[config.mk]
export PLATFORM = sky130hd
export DESIGN_NAME = uart_host_master
export DESIGN_NICKNAME = d
export VERILOG_FILES = /design/src/rtl/uart_host_master.sv
export SDC_FILE = /design/constraint.sdc
export NUM_CORES = 1
export LEC_CHECK = 0
export ABC_AREA = 1
export BUFFER_PORTS_ARGS = -buffer_cell sky130_fd_sc_hd__buf_2
export CELL_PAD_IN_SITES_DETAIL_PLACEMENT = 1
export CELL_PAD_IN_SITES_GLOBAL_PLACEMENT = 2
export CORE_MARGIN = 2
export CORE_UTILIZATION = 35
export CTS_CLUSTER_DIAMETER = 150
export DETAILED_ROUTE_END_ITERATION = 16
export PLACE_DENSITY = 0.85
export SYNTH_ARGS = -nofsm -noshare
export SYNTH_HDL_FRONTEND = slang
export SYNTH_SLANG_ARGS = --single-unit
export TNS_END_PERCENT = 30
[constraint.sdc]
create_clock -name clk -period 4 [get_ports clk]
set_input_delay 0.4 -clock clk [delete_from_list [all_inputs] [get_ports clk]]
set_output_delay 0.4 -clock clk [all_outputs]
set_load 0.01 [all_outputs]
[src/rtl/uart_host_master.sv]
// Host-side initiator for the regfile UART link: sends 18-bit write/read packets on posi and
// captures the read response on piso. Define UART_HOST_TIMEOUT_EN to bound the response wait.
module uart_host_master #(
  parameter int CLKS_PER_BIT   = 16,
  parameter int TIMEOUT_CYCLES = 4096
) (
  input  logic       clk,
  input  logic       reset_n,
  input  logic       cmd_valid,
  output logic       cmd_ready,
  input  logic       cmd_write,
  input  logic [7:0] cmd_addr,
  input  logic [7:0] cmd_wdata,
  output logic       rsp_valid,
  output logic [7:0] rsp_rdata,
  output logic [1:0] rsp_err,
  output logic       busy,
  output logic       posi,
  input  logic       piso
);
  localparam int                BAUD_W    = (CLKS_PER_BIT > 1) ? $clog2(CLKS_PER_BIT) : 1;
  localparam logic [BAUD_W-1:0] BAUD_LAST = BAUD_W'(CLKS_PER_BIT - 1);
  localparam logic [BAUD_W-1:0] BAUD_HALF = BAUD_W'(CLKS_PER_BIT / 2 - 1);
  localparam logic [4:0]        BIT_LAST  = 5'd19;

  typedef enum logic [2:0] {IDLE, TX, WAIT_RSP, RX, DONE} state_t;

  state_t            state_q, state_d;
  logic [BAUD_W-1:0] baud_q, baud_d;
  logic [4:0]        bit_q, bit_d;
  logic [17:0]       tx_pkt_q, tx_pkt_d;
  logic [17:0]       rx_pkt_q, rx_pkt_d;
  logic              stop_q, stop_d;
  logic              posi_q, posi_d;
  logic              rsp_valid_q, rsp_valid_d;
  logic [7:0]        rsp_rdata_q, rsp_rdata_d;
  logic [1:0]        rsp_err_q, rsp_err_d;
  logic              piso_meta_q, piso_sync_q, piso_prev_q;

  logic              accept;
  logic              piso_fall;
  logic              baud_last;
  logic              frame_last;
  logic              timeout;
  logic [19:0]       tx_frame;
  logic [16:0]       tx_body;
  logic [1:0]        rx_err;

  assign accept     = cmd_valid & cmd_ready;
  assign piso_fall  = piso_prev_q & ~piso_sync_q;
  assign baud_last  = (baud_q == BAUD_LAST);
  assign frame_last = (bit_q == BIT_LAST) && baud_last;
  assign tx_frame   = {1'b1, tx_pkt_q, 1'b0};
  assign tx_body    = {cmd_addr, (cmd_write ? cmd_wdata : 8'h00), cmd_write};

  // Stop bit first, then overall odd parity, then address/direction of the reply.
  assign rx_err = !stop_q                                           ? 2'b10 :
                  !(^rx_pkt_q)                                      ? 2'b01 :
                  ((rx_pkt_q[16:9] != tx_pkt_q[16:9]) || rx_pkt_q[0]) ? 2'b10 : 2'b00;

  always_ff @(posedge clk or negedge reset_n) begin
    if (!reset_n) begin
      piso_meta_q <= 1'b1;
      piso_sync_q <= 1'b1;
      piso_prev_q <= 1'b1;
    end else begin
      piso_meta_q <= piso;
      piso_sync_q <= piso_meta_q;
      piso_prev_q <= piso_sync_q;
    end
  end

`ifdef UART_HOST_TIMEOUT_EN
  logic [15:0] tmo_q, tmo_d;

  assign timeout = (state_q == WAIT_RSP) && (tmo_q == 16'(TIMEOUT_CYCLES - 1));

  always_comb begin
    tmo_d = 16'd0;
    if (state_q == WAIT_RSP && !piso_fall && !timeout) tmo_d = tmo_q + 16'd1;
  end

  always_ff @(posedge clk or negedge reset_n) begin
    if (!reset_n) tmo_q <= 16'd0;
    else          tmo_q <= tmo_d;
  end
`else
  assign timeout = 1'b0;
`endif

  always_ff @(posedge clk or negedge reset_n) begin
    if (!reset_n) state_q <= IDLE;
    else          state_q <= state_d;
  end

  always_comb begin
    state_d = state_q;
    case (state_q)
      IDLE:     if (accept) state_d = TX;
      TX:       if (frame_last) state_d = tx_pkt_q[0] ? IDLE : WAIT_RSP;
      WAIT_RSP: begin
        if (piso_fall)    state_d = RX;
        else if (timeout) state_d = IDLE;
      end
      RX: begin
        // A start bit that is high again at mid-bit was only a glitch.
        if (bit_q == 5'd0) begin
          if (baud_q == BAUD_HALF && piso_sync_q) state_d = WAIT_RSP;
        end else if (frame_last) begin
          state_d = DONE;
        end
      end
      DONE:     state_d = IDLE;
      default:  state_d = IDLE;
    endcase
  end

  always_comb begin
    baud_d      = baud_q;
    bit_d       = bit_q;
    tx_pkt_d    = tx_pkt_q;
    rx_pkt_d    = rx_pkt_q;
    stop_d      = stop_q;
    posi_d      = 1'b1;
    rsp_valid_d = 1'b0;
    rsp_rdata_d = rsp_rdata_q;
    rsp_err_d   = rsp_err_q;
    case (state_q)
      IDLE: begin
        if (accept) begin
          tx_pkt_d = {~^tx_body, tx_body};
          baud_d   = '0;
          bit_d    = 5'd0;
        end
      end
      TX: begin
        posi_d = tx_frame[bit_q];
        if (baud_last) begin
          baud_d = '0;
          if (bit_q == BIT_LAST) begin
            bit_d = 5'd0;
            if (tx_pkt_q[0]) begin
              rsp_valid_d = 1'b1;
              rsp_rdata_d = 8'h00;
              rsp_err_d   = 2'b00;
            end
          end else begin
            bit_d = bit_q + 5'd1;
          end
        end else begin
          baud_d = baud_q + BAUD_W'(1);
        end
      end
      WAIT_RSP: begin
        if (piso_fall) begin
          baud_d = '0;
          bit_d  = 5'd0;
        end else if (timeout) begin
          rsp_valid_d = 1'b1;
          rsp_rdata_d = 8'h00;
          rsp_err_d   = 2'b11;
        end
      end
      RX: begin
        if (baud_q == ((bit_q == 5'd0) ? BAUD_HALF : BAUD_LAST)) begin
          baud_d = '0;
          if (bit_q == 5'd0) begin
            if (!piso_sync_q) bit_d = 5'd1;
          end else if (bit_q == BIT_LAST) begin
            stop_d = piso_sync_q;
            bit_d  = 5'd0;
          end else begin
            rx_pkt_d = {piso_sync_q, rx_pkt_q[17:1]};
            bit_d    = bit_q + 5'd1;
          end
        end else begin
          baud_d = baud_q + BAUD_W'(1);
        end
      end
      DONE: begin
        rsp_valid_d = 1'b1;
        rsp_rdata_d = rx_pkt_q[8:1];
        rsp_err_d   = rx_err;
      end
      default: ;
    endcase
  end

  always_ff @(posedge clk or negedge reset_n) begin
    if (!reset_n) begin
      baud_q      <= '0;
      bit_q       <= 5'd0;
      tx_pkt_q    <= 18'd0;
      rx_pkt_q    <= 18'd0;
      stop_q      <= 1'b0;
      posi_q      <= 1'b1;
      rsp_valid_q <= 1'b0;
      rsp_rdata_q <= 8'h00;
      rsp_err_q   <= 2'b00;
    end else begin
      baud_q      <= baud_d;
      bit_q       <= bit_d;
      tx_pkt_q    <= tx_pkt_d;
      rx_pkt_q    <= rx_pkt_d;
      stop_q      <= stop_d;
      posi_q      <= posi_d;
      rsp_valid_q <= rsp_valid_d;
      rsp_rdata_q <= rsp_rdata_d;
      rsp_err_q   <= rsp_err_d;
    end
  end

  // The response cycle still counts as busy; the next command is taken one clk later.
  assign cmd_ready = (state_q == IDLE) && !rsp_valid_q;
  assign busy      = ~cmd_ready;
  assign posi      = posi_q;
  assign rsp_valid = rsp_valid_q;
  assign rsp_rdata = rsp_rdata_q;
  assign rsp_err   = rsp_err_q;

endmodule

Word level (Yosys, flattened, before mapping)
Cells that the tools add are included.

Register bits after elaboration: 64. Bits of input ports: 21. Logic and storage cells: 100.

$add $sub $neg: 2. $lt $le $gt $ge: 1. Eq/ne operators: 19. Muxes and demuxes: 41. Bitwise logic cells: 6. Reduce and logical (&&, ||, !) cells: 18.

Operator list (count): 2-to-1 mux 5 bit (7); 2-to-1 mux 8 bit (4); 2-to-1 mux 4 bit (5); case mux 5 bit (4 select lines) (1); 2-to-1 mux 3 bit (6); XOR reduction 18 bit (1); XNOR reduction 17 bit (1); case mux 4 bit (4 select lines) (1); case mux 8 bit (2 select lines) (1); 2-to-1 mux 2 bit (7); != test 2 bit (second input constant) (7); case mux 3 bit (4 select lines) (1); AND reduction 4 bit (3); != test 3 bit (second input constant) (3); != test 8 bit (1); == test 3 x 2 -> 1 bit (second input constant) (2); < comparator 5 x 6 -> 1 bit (second input constant) (1); AND reduction 6 bit (1); adder 5 x 1 -> 5 bit (second input constant) (1); binary-select mux 1 bit (select 5 bit) (1); == test 5 bit (second input constant) (1); zero test 5 bit (1); 2-to-1 mux 1 bit (5); AND reduction 5 bit (1); other kinds (18) (24).

Logic depth before layout (Yosys ltp)
Word-level depth: 6. Gate-level depth with buffers: 14. Gate-level depth less buffers: 14.

Worst setup path before layout
Ideal clock, no wire load.

Path type: reg2reg. Start point: register bit_q[0]. End point: register bit_q[4]. Arrival time: 1.568 ns. Data required time: 3.876 ns. Slack: 2.309 ns. Cell stages (with the launch flop): 11. Path buffers: 0. Clock period less this slack: 1.691 ns. Cell sequence: dfrtp_1 clkinv_1 ha_1 nand4_1 nand2_2 nor2_8 o22ai_4 nor2_8 nand2_4 nand2_1 o21ai_2.

Longest elaborated chain between the ends: 5. Elaborated cells between the ends (all ways): 13. Classes of those cells: 1 x add/sub; 4 x eq/ne; 6 x mux; 2 x reduce/logical.

RTL lines: start, declared (RTL line 30) `logic [4:0] bit_q, bit_d;`; start signal, assigned (RTL line 202) `bit_q <= bit_d;`; adder 5 x 1 -> 5 bit (tied with other cells) (RTL line 148, 174); 2-to-1 mux 5 bit or 2-to-1 mux 4 bit (tied branches) (RTL line 140, 169, 165); 2-to-1 mux 5 bit or == test 4 bit (tied branches) (RTL line 167, 165); 2-to-1 mux 5 bit or != test 2 bit (tied branches); case mux 5 bit (4 select lines) or AND reduction 6 bit (tied branches).

Parallel ways exist; a longest one is shown, timed or not. The select of a mux whose other input is x is not followed. A chain may end at the register's enable or synchronous reset.

Worst setup path in the final report
Start point: register bit_q[0]. End point: register rx_pkt_q[16].

Longest elaborated chain between the ends: 4. Elaborated cells between the ends (all ways): 7. Classes of those cells: 2 x eq/ne; 1 x mux; 2 x bitwise; 2 x reduce/logical.

RTL lines: zero test 5 bit (RTL line 165, 167); 2-to-1 mux 4 bit (RTL line 165) `if (baud_q == ((bit_q == 5'd0) ? BAUD_HALF : BAUD_LAST)) begin`; == test 4 bit (RTL line 165); AND reduction 4 bit (no source line) (*); end signal, assigned (RTL line 204) `rx_pkt_q <= rx_pkt_d;`; end, declared (RTL line 32) `logic [17:0] rx_pkt_q, rx_pkt_d;`.

Every way passes the cells marked *; elsewhere a longest branch is shown, timed or not.

==> run_results.csv <==
group,metric,value,unit
sta,max_freq,411,MHz
synth,yosys.area.top_type_share,40.1,%
pwr,sequentialPowerShare,39.9,%
synth,yosysWarnings,0,
detailed_routing,finalWirelength,8.97,mm
critical_path,worstPathRequired,4220,ps
synth,synth_cells,483,
grt,grt-ovfl-total,0,
sta,slew_viol_final,0,
placed_design,port_buffers,34,
synth,syn_nets,507,
pwr,p_total,2390,µW
critical_path,arrival,2650,ps
die,pin_count,35,
synth,yosysTopAreaCell,"dfrtp_1",
synth,yosysUniqueCellTypes,42,
detailed_routing,drc_errors,0,
synth,synth_top_family_by_area,"simple AND/OR/NAND/NOR gates",
pwr,p_per_area,569,nW/µm²
grt,grt_first_pass_wirelength,16.0,mm
final_layout,layout-drive-gt1-share,19.5,%
placed_design,place.gp.congestion,0.787,
detailed_routing,drtIter0Drc,97,
final_layout,layout.cells.non_filler,660,
final_layout,seq_area,1610,µm²
synth,yosys.area_share.simple,30.5,%
pwr,comb_power_share,37.1,%
sta,finalHoldViolCount,0,
cts,numCtsBuffers,9,
synth,synth-adder-area-share,1.00,%
grt,grt_max_degree,37,
synth,synth_edf_count,0,
synth,yosysSeqAreaShare,42.9,%
cts,cts_tree,"done",
sta,fin_crit,2430,ps
cts,root_buffer,"clkbuf_8",
pwr,p_switching,993,µW
run,max-cap-violations,0,
detailed_routing,drt_pass1_iterations,4,
status,status,"complete, no violations",
grt,grt_usage,17.5,%
pwr,power.internal,1400,µW
synth,synthTopCellsByCount,"181 x nand2_1, 60 x dfrtp_1, 53 x inv_1",
die,die_w,107,µm
final_layout,fill_cells,1311,
grt,grt_pass1_vias,3325,
synth,synth_compound_area_share,14.0,%
synth,synth.area.mux_share,0,%
pwr,power_frac_clock,23.0,%
detailed_routing,ant_nets,0,
die,initial_utilization,36.1,%
sta,slew_headroom,52.1,%
sta,setup_viol,0,
cts,ctsResizeCount,0,
synth,synth_xor_area_share,3.71,%
synth,synth_area_leaders,"dfrtp_1 40%, nand2_1 18%, inv_1 5.3%",
cts,insertion_delay,360,ps
synth,synthFlopType,"dfrtp_1",
synth,syn-cell-area,3740,µm²
sta,hold_ws,85.0,ps
synth,syn_avg_cell_area,7.75,µm²
grt,antenna_found_initial,0,
cts,cts_hold_buf,0,
detailed_routing,wl_per_cell,13.6,µm
final_layout,final_util,40.6,%
final_layout,fin_nets,543,
cts,clk_pin_slew,70,ps
die,die_area,11500,µm²
sta,fin_worst_skew,9.53,ps
synth,ys_ff_latch,64,
pwr,p_leak,0.00208,µW
detailed_routing,vias_per_cell,4.84,
critical_path,cp-end-kind,"flip-flop",
pwr,swShare,41.5,%
sta,tns,0,ps
cts,cts_buffer_depth,2,
critical_path,cp_max_fo,36,
pwr,vdd_drop_max,0.338,mV
detailed_routing,vias,3192,
cts,cts_sinks,64,
cts,post_cts_buffers,0,
final_layout,multi_input_area,1840,µm²
critical_path,path_class,"flip-flop to flip-flop",
synth,synth.most_common_cell,"nand2_1",
worst_hold_path,hold_class,"primary input to asynchronous set/reset pin",
die,die_h,107,µm
die,num_rows,37,
critical_path,start_kind,"flip-flop",
sta,worstMarginPinSlew,718,ps
die,coreArea,10400,µm²
placed_design,dp_hpwl,7.02,mm
sta,rsz0062_at_grt,"false",
placed_design,dp.cells,644,
synth,async_flop_share,100,%
final_layout,syn2layout_area_growth,12.3,%
final_layout,antenna_cells,0,
sta,fin_crit_sh,60.8,%
cts,cts_max_level,3,
## final cells by class
cell class	instances	share of cell area, %
clock buffer	10	3.03
timing repair buffer	35	4.22
sequential	64	38.2
tap	136	4.05
multi-input combinational	350	43.8
clock inverter	6	1.43
inverter	59	5.26
## final timing paths
kind,endpoint,cells past startpoint,slack (ps),start
max,rx_pkt_q[16],8,1570,bit_q[0]
min,baud_q[0],1,80,reset_n
max reg2reg,rx_pkt_q[16],8,1570,bit_q[0]
min reg2reg,piso_sync_q,0,360,piso_meta_q
max in group asynchronous,posi,2,2990,reset_n
min in group clk,piso_meta_q,1,140,piso
## flip-flops by register name, indices dropped and copies added, names as in the netlist
name and flops:
baud_q 4, bit_q 5, piso_meta_q 1, piso_prev_q 1, piso_sync_q 1, posi 1, rsp_err 2, rsp_rdata 8
rsp_valid 1, rx_pkt_q 18, state_q 3, stop_q 1, tx_pkt_q 18
## critical path: stages, from the launching register on
cell      delay [ps]
dfrtp_1          610
clkinv_1         360
ha_1             330
nand4_1          110
nand2_2           90
nor2_8           120
nand3_4          380
nor2_1           260
a21oi_2           40
## power groups by stage
stage | Sequential [µW] | Combinational (µW) | Clock (µW)
finish | 954 | 888 | 552
global route | 982 | 1020 | 593
CTS | 957 | 904 | 567
detailed placement | 968 | 901 | 0
global placement | 961 | 874 | 0
floorplan | 907 | 716 | 0
## placed cells by master (no fill, tap or decap), types with 3 or more instances in the layout
master | netlist | routed
nand3_2 | 3 | 3
o211ai_1 | 3 | 3
dfrtp_1 | 60 | 60
nand3_1 | 22 | 22
nand2_2 | 3 | 3
nor3_1 | 4 | 4
nor2_1 | 20 | 20
inv_2 | 4 | 4
clkbuf_8 | 0 | 9
nand4_1 | 5 | 5
buf_2 | 2 | 34
inv_1 | 53 | 53
nand2_1 | 181 | 181
o21ai_0 | 31 | 31
o22ai_1 | 5 | 5
a21oi_1 | 8 | 8
xnor2_1 | 8 | 8
ha_1 | 3 | 3
xor2_1 | 6 | 6
clkinv_2 | 0 | 3
o21ai_2 | 22 | 22
dfstp_2 | 4 | 4
nor2_4 | 4 | 4
## logic make-up (layout without fill, tap and decap cells)
group,count (synthesis),in the layout
AND/OR/NAND/NOR,254,254
AO/OA/AOI/OAI,78,78
buffers and inverters,69,110
flip-flops,64,64
XOR/XNOR,15,15
adder cells (fa/ha/maj),3,3
## layer usage
layer / global-route usage, % / wire length [µm] / vias to the layer above
li1: - / - / 1613
met1: 23.7 / 4330 / 1542
met2: 28.4 / 4320 / 28
met3: 3.81 / 223 / 9
met4: 4.67 / 100 / 0
met5: 0 / 0 / -
## per-stage QoR
step,setup slack (ps),area (µm²)
after floorplan,2310,3740
after detailed placement,1580,4020
after global routing,1250,4210
after CTS,1550,4210
after global placement,1670,4020
final,1570,4210
Power figures use the tool's default switching activity.
